[config.mk]
export PLATFORM = sky130hd
export DESIGN_NAME = pipe_ctrl_tracker_flat
export DESIGN_NICKNAME = d
export VERILOG_FILES = /design/src/rtl/pipe_ctrl_tracker_if.sv /design/src/rtl/pipe_ctrl_tracker.sv /design/src/flat_wrapper.sv
export SDC_FILE = /design/constraint.sdc
export NUM_CORES = 1
export LEC_CHECK = 0
export CORE_UTILIZATION = 30
export CTS_CLUSTER_DIAMETER = 50
export DETAILED_ROUTE_END_ITERATION = 10
export PLACE_DENSITY = 0.56
export SYNTH_ARGS = -nofsm -noshare
export SYNTH_HDL_FRONTEND = slang
export SYNTH_SLANG_ARGS = --single-unit
[constraint.sdc]
create_clock -name clk -period 4.4 [get_ports clk]
set_clock_uncertainty 0.05 [all_clocks]
set_input_delay 0.88 -clock clk [delete_from_list [all_inputs] [get_ports clk]]
set_output_delay 0.88 -clock clk [all_outputs]
set_load 0.005 [all_outputs]
[src/rtl/pipe_ctrl_tracker_if.sv]
// D-stage inputs and per-stage tracked state shared between the pipeline
// control tracker and the datapath around it.
interface pipe_ctrl_tracker_if #(
  parameter int STAGES = 3
);
  logic [31:0]          instr_d;
  logic [31:0]          pc_d;
  logic                 valid_d;
  logic [4:0]           exc_d;
  logic                 md_busy;
  logic                 flush;
  logic                 stall_d;
  logic [STAGES-1:0]    valid_p;
  logic [32*STAGES-1:0] instr_p;
  logic [32*STAGES-1:0] pc_p;
  logic [5*STAGES-1:0]  exc_p;
  logic [STAGES-1:0]    bd_p;
  logic [5*STAGES-1:0]  waddr_p;
  logic [2*STAGES-1:0]  tnew_p;

  modport master (
    output instr_d, pc_d, valid_d, exc_d, md_busy, flush,
    input  stall_d, valid_p, instr_p, pc_p, exc_p, bd_p, waddr_p, tnew_p
  );

  modport slave (
    input  instr_d, pc_d, valid_d, exc_d, md_busy, flush,
    output stall_d, valid_p, instr_p, pc_p, exc_p, bd_p, waddr_p, tnew_p
  );
endinterface

[src/rtl/pipe_ctrl_tracker.sv]
// Classifies the D-stage instruction, derives the Tuse/Tnew stall and carries
// instr/PC/ExcCode/BD/waddr/Tnew through STAGES registered stages.
module pipe_ctrl_tracker #(
  parameter int          STAGES   = 3,
  parameter logic [31:0] RESET_PC = 32'h0000_3000,
  parameter bit          CP0_EN   = 1'b1,
  parameter logic [4:0]  RI_CODE  = 5'd10
) (
  input logic                clk,
  input logic                reset,
  pipe_ctrl_tracker_if.slave bus
);

  logic [5:0] op, fn;
  logic [4:0] rs, rt, rd;

  assign op = bus.instr_d[31:26];
  assign rs = bus.instr_d[25:21];
  assign rt = bus.instr_d[20:16];
  assign rd = bus.instr_d[15:11];
  assign fn = bus.instr_d[5:0];

  logic       dec_known, dec_use_rs, dec_use_rt, dec_is_md, dec_is_eret, dec_is_bj;
  logic [1:0] dec_tuse_rs, dec_tuse_rt, dec_tnew;
  logic [4:0] dec_dest;

  always_comb begin
    dec_known   = 1'b0;
    dec_use_rs  = 1'b0;
    dec_use_rt  = 1'b0;
    dec_tuse_rs = 2'd0;
    dec_tuse_rt = 2'd0;
    dec_tnew    = 2'd0;
    dec_dest    = 5'd0;
    dec_is_md   = 1'b0;
    dec_is_eret = 1'b0;
    dec_is_bj   = 1'b0;
    case (op)
      6'h00: begin
        case (fn)
          6'h04, 6'h06, 6'h07, 6'h20, 6'h21, 6'h22, 6'h23,
          6'h24, 6'h25, 6'h26, 6'h27, 6'h2A, 6'h2B: begin
            dec_known   = 1'b1;
            dec_use_rs  = 1'b1;
            dec_use_rt  = 1'b1;
            dec_tuse_rs = 2'd1;
            dec_tuse_rt = 2'd1;
            dec_tnew    = 2'd1;
            dec_dest    = rd;
          end
          6'h00, 6'h02, 6'h03: begin
            dec_known   = 1'b1;
            dec_use_rt  = 1'b1;
            dec_tuse_rt = 2'd1;
            dec_tnew    = 2'd1;
            dec_dest    = rd;
          end
          6'h08: begin
            dec_known  = 1'b1;
            dec_use_rs = 1'b1;
            dec_is_bj  = 1'b1;
          end
          6'h09: begin
            dec_known  = 1'b1;
            dec_use_rs = 1'b1;
            dec_dest   = rd;
            dec_is_bj  = 1'b1;
          end
          6'h18, 6'h19, 6'h1A, 6'h1B: begin
            dec_known   = 1'b1;
            dec_use_rs  = 1'b1;
            dec_use_rt  = 1'b1;
            dec_tuse_rs = 2'd1;
            dec_tuse_rt = 2'd1;
            dec_is_md   = 1'b1;
          end
          6'h11, 6'h13: begin
            dec_known   = 1'b1;
            dec_use_rs  = 1'b1;
            dec_tuse_rs = 2'd1;
            dec_is_md   = 1'b1;
          end
          6'h10, 6'h12: begin
            dec_known = 1'b1;
            dec_tnew  = 2'd1;
            dec_dest  = rd;
            dec_is_md = 1'b1;
          end
          default: ;
        endcase
      end
      6'h01: begin
        if (rt == 5'd0 || rt == 5'd1) begin
          dec_known  = 1'b1;
          dec_use_rs = 1'b1;
          dec_is_bj  = 1'b1;
        end
      end
      6'h02: begin
        dec_known = 1'b1;
        dec_is_bj = 1'b1;
      end
      6'h03: begin
        dec_known = 1'b1;
        dec_dest  = 5'd31;
        dec_is_bj = 1'b1;
      end
      6'h04, 6'h05: begin
        dec_known  = 1'b1;
        dec_use_rs = 1'b1;
        dec_use_rt = 1'b1;
        dec_is_bj  = 1'b1;
      end
      6'h06, 6'h07: begin
        dec_known  = 1'b1;
        dec_use_rs = 1'b1;
        dec_is_bj  = 1'b1;
      end
      6'h08, 6'h09, 6'h0A, 6'h0B, 6'h0C, 6'h0D, 6'h0E, 6'h0F: begin
        dec_known   = 1'b1;
        dec_use_rs  = 1'b1;
        dec_tuse_rs = 2'd1;
        dec_tnew    = 2'd1;
        dec_dest    = rt;
      end
      6'h20, 6'h21, 6'h23, 6'h24, 6'h25: begin
        dec_known   = 1'b1;
        dec_use_rs  = 1'b1;
        dec_tuse_rs = 2'd1;
        dec_tnew    = 2'd2;
        dec_dest    = rt;
      end
      6'h28, 6'h29, 6'h2B: begin
        dec_known   = 1'b1;
        dec_use_rs  = 1'b1;
        dec_use_rt  = 1'b1;
        dec_tuse_rs = 2'd1;
        dec_tuse_rt = 2'd2;
      end
      6'h10: begin
        if (bus.instr_d == 32'h4200_0018) begin
          dec_known   = 1'b1;
          dec_is_eret = 1'b1;
        end else if (rs == 5'd0) begin
          dec_known = 1'b1;
          dec_tnew  = 2'd2;
          dec_dest  = rt;
        end else if (rs == 5'd4) begin
          dec_known   = 1'b1;
          dec_use_rt  = 1'b1;
          dec_tuse_rt = 2'd2;
        end
      end
      default: ;
    endcase
  end

  logic [STAGES-1:0] valid_q, bd_q;
  logic [31:0]       instr_q [STAGES];
  logic [31:0]       pc_q    [STAGES];
  logic [4:0]        exc_q   [STAGES];
  logic [4:0]        waddr_q [STAGES];
  logic [1:0]        tnew_q  [STAGES];
  logic              bd_trk_q, bd_trk_d;

  logic haz_rs, haz_rt;

  always_comb begin
    haz_rs = 1'b0;
    haz_rt = 1'b0;
    for (int k = 0; k < STAGES; k++) begin
      if (valid_q[k] && (waddr_q[k] == rs) && (tnew_q[k] > dec_tuse_rs)) haz_rs = 1'b1;
      if (valid_q[k] && (waddr_q[k] == rt) && (tnew_q[k] > dec_tuse_rt)) haz_rt = 1'b1;
    end
  end

  // mult/div still in E has not yet raised md_busy, and an EPC write must land before eret reads it
  logic md_in_e, epc_wr_0, epc_wr_1, stall_cause, stall, take;

  assign md_in_e  = valid_q[0] && (instr_q[0][31:26] == 6'h00) && (instr_q[0][5:2] == 4'b0110);
  assign epc_wr_0 = valid_q[0] && (instr_q[0][31:21] == {6'h10, 5'd4}) && (instr_q[0][15:11] == 5'd14);
  assign epc_wr_1 = valid_q[1] && (instr_q[1][31:21] == {6'h10, 5'd4}) && (instr_q[1][15:11] == 5'd14);

  assign stall_cause = (dec_use_rs && (rs != 5'd0) && haz_rs) ||
                       (dec_use_rt && (rt != 5'd0) && haz_rt) ||
                       (dec_is_md && (bus.md_busy || md_in_e)) ||
                       (dec_is_eret && (epc_wr_0 || epc_wr_1));

  assign stall = bus.valid_d && stall_cause && !bus.flush;
  assign take  = bus.valid_d && !stall;

  logic [4:0] exc_new;
  logic [4:0] waddr_new;

  always_comb begin
    exc_new = bus.exc_d;
    if ((bus.exc_d == 5'd0) && !dec_known && CP0_EN) exc_new = RI_CODE;
  end

  assign waddr_new = (exc_new != 5'd0) ? 5'd0 : dec_dest;
  assign bd_trk_d  = take ? dec_is_bj : bd_trk_q;

  always_ff @(posedge clk or negedge reset) begin
    if (!reset) begin
      valid_q  <= '0;
      bd_q     <= '0;
      bd_trk_q <= 1'b0;
      for (int k = 0; k < STAGES; k++) begin
        instr_q[k] <= 32'd0;
        pc_q[k]    <= RESET_PC;
        exc_q[k]   <= 5'd0;
        waddr_q[k] <= 5'd0;
        tnew_q[k]  <= 2'd0;
      end
    end else if (bus.flush) begin
      valid_q  <= '0;
      bd_q     <= '0;
      bd_trk_q <= 1'b0;
      for (int k = 0; k < STAGES; k++) begin
        instr_q[k] <= 32'd0;
        pc_q[k]    <= 32'd0;
        exc_q[k]   <= 5'd0;
        waddr_q[k] <= 5'd0;
        tnew_q[k]  <= 2'd0;
      end
    end else begin
      for (int k = 1; k < STAGES; k++) begin
        valid_q[k] <= valid_q[k-1];
        bd_q[k]    <= bd_q[k-1];
        instr_q[k] <= instr_q[k-1];
        pc_q[k]    <= pc_q[k-1];
        exc_q[k]   <= exc_q[k-1];
        waddr_q[k] <= waddr_q[k-1];
        tnew_q[k]  <= (tnew_q[k-1] != 2'd0) ? tnew_q[k-1] - 2'd1 : 2'd0;
      end
      // Bubbles still carry pc_d and the BD flag so EPC stays correct on them
      valid_q[0] <= take;
      bd_q[0]    <= bd_trk_q;
      pc_q[0]    <= bus.pc_d;
      instr_q[0] <= take ? bus.instr_d : 32'd0;
      exc_q[0]   <= take ? exc_new : 5'd0;
      waddr_q[0] <= take ? waddr_new : 5'd0;
      tnew_q[0]  <= take ? dec_tnew : 2'd0;
      bd_trk_q   <= bd_trk_d;
    end
  end

  logic [32*STAGES-1:0] instr_flat, pc_flat;
  logic [5*STAGES-1:0]  exc_flat, waddr_flat;
  logic [2*STAGES-1:0]  tnew_flat;

  always_comb begin
    instr_flat = '0;
    pc_flat    = '0;
    exc_flat   = '0;
    waddr_flat = '0;
    tnew_flat  = '0;
    for (int k = 0; k < STAGES; k++) begin
      instr_flat[32*k +: 32] = instr_q[k];
      pc_flat[32*k +: 32]    = pc_q[k];
      exc_flat[5*k +: 5]     = exc_q[k];
      waddr_flat[5*k +: 5]   = waddr_q[k];
      tnew_flat[2*k +: 2]    = tnew_q[k];
    end
  end

  assign bus.stall_d = stall;
  assign bus.valid_p = valid_q;
  assign bus.bd_p    = bd_q;
  assign bus.instr_p = instr_flat;
  assign bus.pc_p    = pc_flat;
  assign bus.exc_p   = exc_flat;
  assign bus.waddr_p = waddr_flat;
  assign bus.tnew_p  = tnew_flat;

endmodule
[src/flat_wrapper.sv]
// flat-port wrapper written by rule: the top's interface ports become plain ports
module pipe_ctrl_tracker_flat 
#(
  parameter int          STAGES   = 3,
  parameter logic [31:0] RESET_PC = 32'h0000_3000,
  parameter bit          CP0_EN   = 1'b1,
  parameter logic [4:0]  RI_CODE  = 5'd10
)
  (clk, reset, bus_instr_d, bus_pc_d, bus_valid_d, bus_exc_d, bus_md_busy, bus_flush, bus_stall_d, bus_valid_p, bus_instr_p, bus_pc_p, bus_exc_p, bus_bd_p, bus_waddr_p, bus_tnew_p);
  pipe_ctrl_tracker_if #(.STAGES(STAGES)) bus_i ();
  input logic clk;
  input logic reset;
  input wire logic [$bits(bus_i.instr_d)-1:0] bus_instr_d;
  input wire logic [$bits(bus_i.pc_d)-1:0] bus_pc_d;
  input wire logic [$bits(bus_i.valid_d)-1:0] bus_valid_d;
  input wire logic [$bits(bus_i.exc_d)-1:0] bus_exc_d;
  input wire logic [$bits(bus_i.md_busy)-1:0] bus_md_busy;
  input wire logic [$bits(bus_i.flush)-1:0] bus_flush;
  output wire logic [$bits(bus_i.stall_d)-1:0] bus_stall_d;
  output wire logic [$bits(bus_i.valid_p)-1:0] bus_valid_p;
  output wire logic [$bits(bus_i.instr_p)-1:0] bus_instr_p;
  output wire logic [$bits(bus_i.pc_p)-1:0] bus_pc_p;
  output wire logic [$bits(bus_i.exc_p)-1:0] bus_exc_p;
  output wire logic [$bits(bus_i.bd_p)-1:0] bus_bd_p;
  output wire logic [$bits(bus_i.waddr_p)-1:0] bus_waddr_p;
  output wire logic [$bits(bus_i.tnew_p)-1:0] bus_tnew_p;
  assign bus_i.instr_d = bus_instr_d;
  assign bus_i.pc_d = bus_pc_d;
  assign bus_i.valid_d = bus_valid_d;
  assign bus_i.exc_d = bus_exc_d;
  assign bus_i.md_busy = bus_md_busy;
  assign bus_i.flush = bus_flush;
  assign bus_stall_d = bus_i.stall_d;
  assign bus_valid_p = bus_i.valid_p;
  assign bus_instr_p = bus_i.instr_p;
  assign bus_pc_p = bus_i.pc_p;
  assign bus_exc_p = bus_i.exc_p;
  assign bus_bd_p = bus_i.bd_p;
  assign bus_waddr_p = bus_i.waddr_p;
  assign bus_tnew_p = bus_i.tnew_p;
  pipe_ctrl_tracker #(.STAGES(STAGES), .RESET_PC(RESET_PC), .CP0_EN(CP0_EN), .RI_CODE(RI_CODE)) u_core (.clk(clk), .reset(reset), .bus(bus_i));
endmodule
==> results of run 1 <==
-- report_power, final --
group / total (W) / switching, W / internal (W)
Sequential: 0.00226 / 0.0000325 / 0.00223
Combinational: 0.000450 / 0.000202 / 0.000248
Clock: 0.00264 / 0.000976 / 0.00166
Total: 0.00535 / 0.00121 / 0.00414
-- what timing repair did --
| item | 4_1_cts | 5_1_grt |
|---|---|---|
| setup endpoints to repair | 1 | 1 |
| gates cloned | 0 | 0 |
| endpoints found under the hold margin | 0 | 0 |
| hold buffers | 0 | 0 |
| gates resized for setup | 33 | 18 |
| pin swaps | 11 | 17 |
| setup buffers | 2 | 6 |
-- sequential cells by signal, summed over array words and instances (netlist names) --
signal,count
u_core.bus.instr_p,96
u_core.bus.pc_p,96
u_core.bus.exc_p,15
u_core.bus.waddr_p,15
u_core.bus.tnew_p,6
u_core.bus.bd_p,3
u_core.bus.valid_p,3
u_core.bd_trk_q,1
-- cells in the final DEF, fill, tap and decap left out, types with 11 or more instances in the layout --
cell               n
xnor2_1           14
xor2_1            16
clkbuf_16         37
buf_4             49
a21oi_1           11
nor4_1            11
dfrtp_1          229
and2_1            37
nor2b_1          190
clkdlybuf4s50_1  292
nor2_1            15
-- cells by family after synthesis --
family / count (synthesis)
and+or+nand+nor: 325
DFF: 235
AOI/OAI and AO/OA: 46
buffers and inverters: 46
xor gates and xnor gates: 30
adders and majority gates: 6
muxes: 1
-- layout make-up --
class | count | area, um2
fillers | 2615 | 14900
inverters | 10 | 37.5
clock inverters | 12 | 114
multi-input cells | 408 | 2790
clock buffers | 48 | 1010
repair buffers | 363 | 3540
well taps | 384 | 480
flip-flops and latches | 235 | 5890
-- path summary, 6_finish.rpt --
check,startpoint,endpoint,cells after the start
setup / recovery,bus_instr_d[29],bus_stall_d,15
hold reg to reg,u_core.bus.pc_p[45]$_DFF_PN1_,u_core.bus.pc_p[77]$_DFF_PN1_,1
setup reg to reg,u_core.bus.tnew_p[3]$_DFF_PN0_,u_core.bus.waddr_p[0]$_DFF_PN0_,10
max in group asynchronous,reset,u_core.bus.pc_p[13]$_DFF_PN1_,2
min in group clk,u_core.bus.pc_p[45]$_DFF_PN1_,u_core.bus.pc_p[77]$_DFF_PN1_,1
hold / removal,reset,u_core.bus.instr_p[0]$_DFF_PN0_,1
-- stage by stage --
| stage | power, W | setup TNS, ns |
|---|---|---|
| detailed placement | 0.00275 | -0.645 |
| floorplan | 0.00243 | 0 |
| global placement | 0.00274 | -0.625 |
| finish | 0.00535 | 0 |
| global route | 0.00556 | -0.0909 |
| CTS | 0.00543 | -0.00264 |
-- per-layer routing --
metal  up-vias  routed length (um)
li1       2988                   -
met1      3121               11100
met2       213               12700
met3        42                1570
met4         0                 571
met5         -                   0
-- critical path, cell delays in order --
cell and delay, ns:
buf_6 0.09, or3_4 0.37, or4_4 0.45, a21oi_4 0.17
buf_6 0.12, buf_6 0.08, ha_4 0.18, nand2_2 0.07
nand3_2 0.08, nor4_2 0.29, o31ai_1 0.12, o21ai_1 0.23
a21oi_1 0.07, nor2_1 0.10, buf_2 0.13
==> results.cfg, run 1 <==
[finish]
drive_gt1_share_pct = 13.0
instances_no_fill = 1460
area_delta_synth_final_pct = 57.8
stdcell_area_mm2 = 0.0139
nets = 1132
utilization_pct = 48.2
antennaDiodeCount = 0

[grt]
overflow = 0
grt_pass1_wl_mm = 39.8
use_met2_pct = 28.6
use_met1_pct = 22.2
track_usage_pct = 17.3
met3_usage_pct = 4.44
antenna_found_initial = 1
grt_max_degree = 120
top_usage_layer = met2
grt_pass1_vias = 6641

[synthesis]
synth_edf_count = 0
synth_flop_cell = dfrtp_1
synthAdderAreaFrac_pct = 0.855
yosysTopAreaCell = dfrtp_1
synth_nets = 769
synth_top_area_share_pct = 65.3
ys_seq_area_share_pct = 67.1
syn_area_mm2 = 0.00878
yosys.area_share.xor_xnor_pct = 2.99
ys_seq_elements = 235
synth_mux_area_share_pct = 0.128
avgSynthCellArea_um2 = 12.7
synth_async_sr_flop_share_pct = 100
synth_area_leaders = dfrtp_1 65%, nor2b_1 14%, and2_1 2.6%, dfstp_2 1.8%, xor2_1 1.6%
synth_compound_area_share_pct = 3.76
synth_most_common_cell = dfrtp_1
synthTopCellsByCount = 229 x dfrtp_1, 191 x nor2b_1, 37 x and2_1
ys_warn_count = 0
syn_inst = 689
synthSimpleGateAreaFrac_pct = 22.9
synth_top_family_by_area = simple AND/OR/NAND/NOR gates
synth.distinct_cells = 52

[clock_network]
h-tree-depth = 2
clkSlewWorstSetupHoldPaths_ns = 0.05
cts_tree = yes
cts_num_sinks = 235
clk_path_buf_depth = 3
clock_latency_ns = 0.49
cts_root_buf = clkbuf_16
numCtsBuffers = 34

[timing]
finalCritPeriodShare_pct = 99.6
setup_viol = 0
tightest_slew_ns = 0.948
holdWs_ns = 0.404
max_slew_margin_pct = 36.8
drv_slew = 0
max_freq_ghz = 0.228
hold_viol = 0
layout_min_cycle_time_ns = 4.38
rsz0062_at_grt = yes
layout_setup_ws_ns = 0.0188

[routing]
postRouteAntennaNets = 0
dr.pass1.iters = 4
drc = 0
vias = 6364
wl_per_cell_um = 17.8
vias_per_cell = 4.36
finalWirelength_mm = 25.9
first_iter_violations = 285

[placed_design]
post-place-cells = 1394
io_buffers = 308
place_worst_setup_slack_ns = -0.645
hpwlAfterDp_mm = 18.5
dpl_cell_area_mm2 = 0.0126
gp_congestion = 0.854

[critical_path]
worstPathRequired_ns = 3.47
crit_fanout = 2
worstPathArrival_ns = 3.45
end_kind = primary output
critPathKind = input pin to primary output
crit_path_start_kind = input pin
r2r_slack_ns = 1.73

[min_path]
min_path_type = input pin to asynchronous set/reset pin

[floorplan]
rows = 62
die_w_um = 173
boundaryPins = 309
start_util_pct = 30.5
die_h_um = 173
core_area_mm2 = 0.0288
dieArea_mm2 = 0.0300

[job]
max-cap-violations = 0

[power]
power_leakage_nw = 6.13
power_density_mw_per_mm2 = 386
peakVddDrop_mv = 0.266

[status]
outcome = finished, final reports clean
Power figures use the tool's default switching activity.
==> inputs of run 2 (changes only) <==
Settings changed: CAP_MARGIN set to 0, GPL_ROUTABILITY_DRIVEN set to 1.
==> results of run 2 <==
The final DEF is identical to that of run 1; final timing and power are the same.
==> inputs of run 3 (changes only) <==
Clock period 4.4 ns to 4.95 ns, I/O delays scaled along.
==> run 3 against run 2 <==
Final area down 1.7%. Sequential share of layout area grew 0.75 points. Critical path type unchanged. Via count down 2.3%.
==> results.cfg, run 3 (synthesized netlist as in run 1, its figures left out) <==
[status]
outcome = finished, final reports clean

[floorplan]
boundaryPins = 309
die_w_um = 173
start_util_pct = 30.5
core_area_mm2 = 0.0288
dieArea_mm2 = 0.0300
die_h_um = 173
rows = 62

[critical_path]
r2r-end = u_core.bus.waddr_p[1]$_DFF_PN0_
max_stage_delay_ns = 0.45
end_kind = primary output
slowest_stage = or4_4
crit_fanout = 2
path_buf_inv = 3
cp-startpoint = bus_instr_d[29]
reg2reg_from = u_core.bus.tnew_p[1]$_DFF_PN0_
worstPathRequired_ns = 3.91
path_depth = 14
critical_path.endpoint = bus_stall_d
r2r_slack_ns = 2.29
critPathKind = input pin to primary output
reg2regPathDepth = 11
path_cells = clkdlybuf4s50_1, or3_4, or4_4, a21oi_4, buf_4, ha_1, nand2_1, nand3_1, nor4_2, o31ai_1, o21ai_2, a21oi_1, nor2_1, buf_2
cpLargestDelayFamily = simple AND/OR/NAND/NOR gates
worstPathArrival_ns = 3.75
crit_path_start_kind = input pin

[clock_network]
clk_path_buf_depth = 3
cts_tree = yes
clkSlewWorstSetupHoldPaths_ns = 0.05
cts_root_buf = clkbuf_16
numCtsBuffers = 30
h-tree-depth = 1
cts_num_sinks = 235
clock_latency_ns = 0.56

[grt]
grt_max_degree = 95
track_usage_pct = 17.1
antenna_found_initial = 0
overflow = 0
grt_pass1_vias = 6551
grt_pass1_wl_mm = 39.9

[finish]
layout_commonest_cell = clkdlybuf4s50_1
antennaDiodeCount = 0
nets = 1116
area_delta_synth_final_pct = 55.1
drive_gt1_share_pct = 10.7
final_cell_mix = 305 x clkdlybuf4s50_1, 229 x dfrtp_1, 191 x nor2b_1

[routing]
dr.pass1.iters = 4
vias = 6217
wl_per_cell_um = 17.6
postRouteAntennaNets = 0
first_iter_violations = 361
finalWirelength_mm = 25.3
drc = 0
vias_per_cell = 4.31

[timing]
layout_setup_ws_ns = 0.155
rsz0062_at_grt = no
setup_viol = 0
holdWs_ns = 0.396
drv_slew = 0
hold_viol = 0
max_freq_ghz = 0.209
layout_min_cycle_time_ns = 4.79
max_slew_margin_pct = 35.9
finalSetupTns_ns = 0
finalCritPeriodShare_pct = 96.9
tightest_slew_ns = 0.962

[placed_design]
gp_congestion = 0.829
place_worst_setup_slack_ns = -0.433
io_buffers = 308
hpwlAfterDp_mm = 18.2

[min_path]
min_path_type = input pin to asynchronous set/reset pin

[job]
max-cap-violations = 0

[power]
peakVddDrop_mv = 0.238
power_leakage_nw = 5.96
power_density_mw_per_mm2 = 343
run 3: cell count changes in the layout (fill, tap and decap cells not counted), moves of 4 or more:
cell | before | now
dlymetal6s2s_1 | 6 | 0
buf_6 | 7 | 1
clkbuf_16 | 37 | 30
dlygate4sd2_1 | 4 | 0
bufinv_16 | 1 | 5
buf_4 | 49 | 42
clkdlybuf4s50_1 | 292 | 305
run 3: worst min-delay path by stage:
stage | end | cells past startpoint | start | slack, ns
final | u_core.bus.instr_p[64]$_DFF_PN0_ | 1 | reset | 0.40
after global routing | u_core.bus.pc_p[44]$_DFF_PN1_ | 1 | u_core.bus.pc_p[12]$_DFF_PN1_ | 0.44
after CTS | u_core.bus.instr_p[30]$_DFF_PN0_ | 1 | reset | 0.42
after detailed placement | u_core.bus.pc_p[77]$_DFF_PN1_ | 1 | u_core.bus.pc_p[45]$_DFF_PN1_ | 0.42
after global placement | u_core.bus.exc_p[10]$_DFF_PN0_ | 1 | u_core.bus.exc_p[5]$_DFF_PN0_ | 0.42
after floorplan | u_core.bus.tnew_p[2]$_DFF_PN0_ | 1 | u_core.bus.tnew_p[0]$_DFF_PN0_ | 0.42
run 3: layout make-up:
| cell class | count | area, um2 |
|---|---|---|
| multi-input combinational | 408 | 2740 |
| tap | 384 | 480 |
| inverter | 10 | 37.5 |
| sequential | 235 | 5890 |
| clock inverter | 16 | 243 |
| timing repair buffer | 351 | 3420 |
| clock buffer | 39 | 815 |
| fill | 2624 | 15200 |
run 3: per-layer routing:
layer | vias up | wire, um | GRT usage (%)
met2 | 180 | 12400 | 28.7
met5 | - | 0 | 0
met4 | 0 | 470 | 3.91
met1 | 3056 | 11000 | 22.6
met3 | 29 | 1500 | 3.76
li1 | 2952 | - | -
run 3: stage by stage:
step / power, W / util (%) / instance area, um2 / instances
global placement: 0.00244 / 43.5 / 12500 / 1387
floorplan: 0.00216 / - / 8780 / 689
CTS: 0.00475 / 47.3 / 13600 / 1442
finish: 0.00468 / 47.3 / 13600 / 1443
detailed placement: 0.00244 / 43.5 / 12500 / 1387
global route: 0.00486 / 47.3 / 13600 / 1443
run 3: power breakdown:
part | total (W) | switching (W) | internal (W) | leakage, nW
Combinational | 0.000392 | 0.000176 | 0.000217 | 2.28
Sequential | 0.00201 | 0.0000281 | 0.00198 | 3.17
Clock | 0.00228 | 0.000850 | 0.00143 | 0.511
Total | 0.00468 | 0.00105 | 0.00362 | 5.96
run 3: repair_timing:
action | 4_1_cts | 5_1_grt
resized for setup | 12 | 2
gates cloned | 0 | 0
setup buffers | 0 | 1
pin swaps | 4 | 4
hold buffers | 0 | 0
endpoints found under the setup margin | 1 | 1
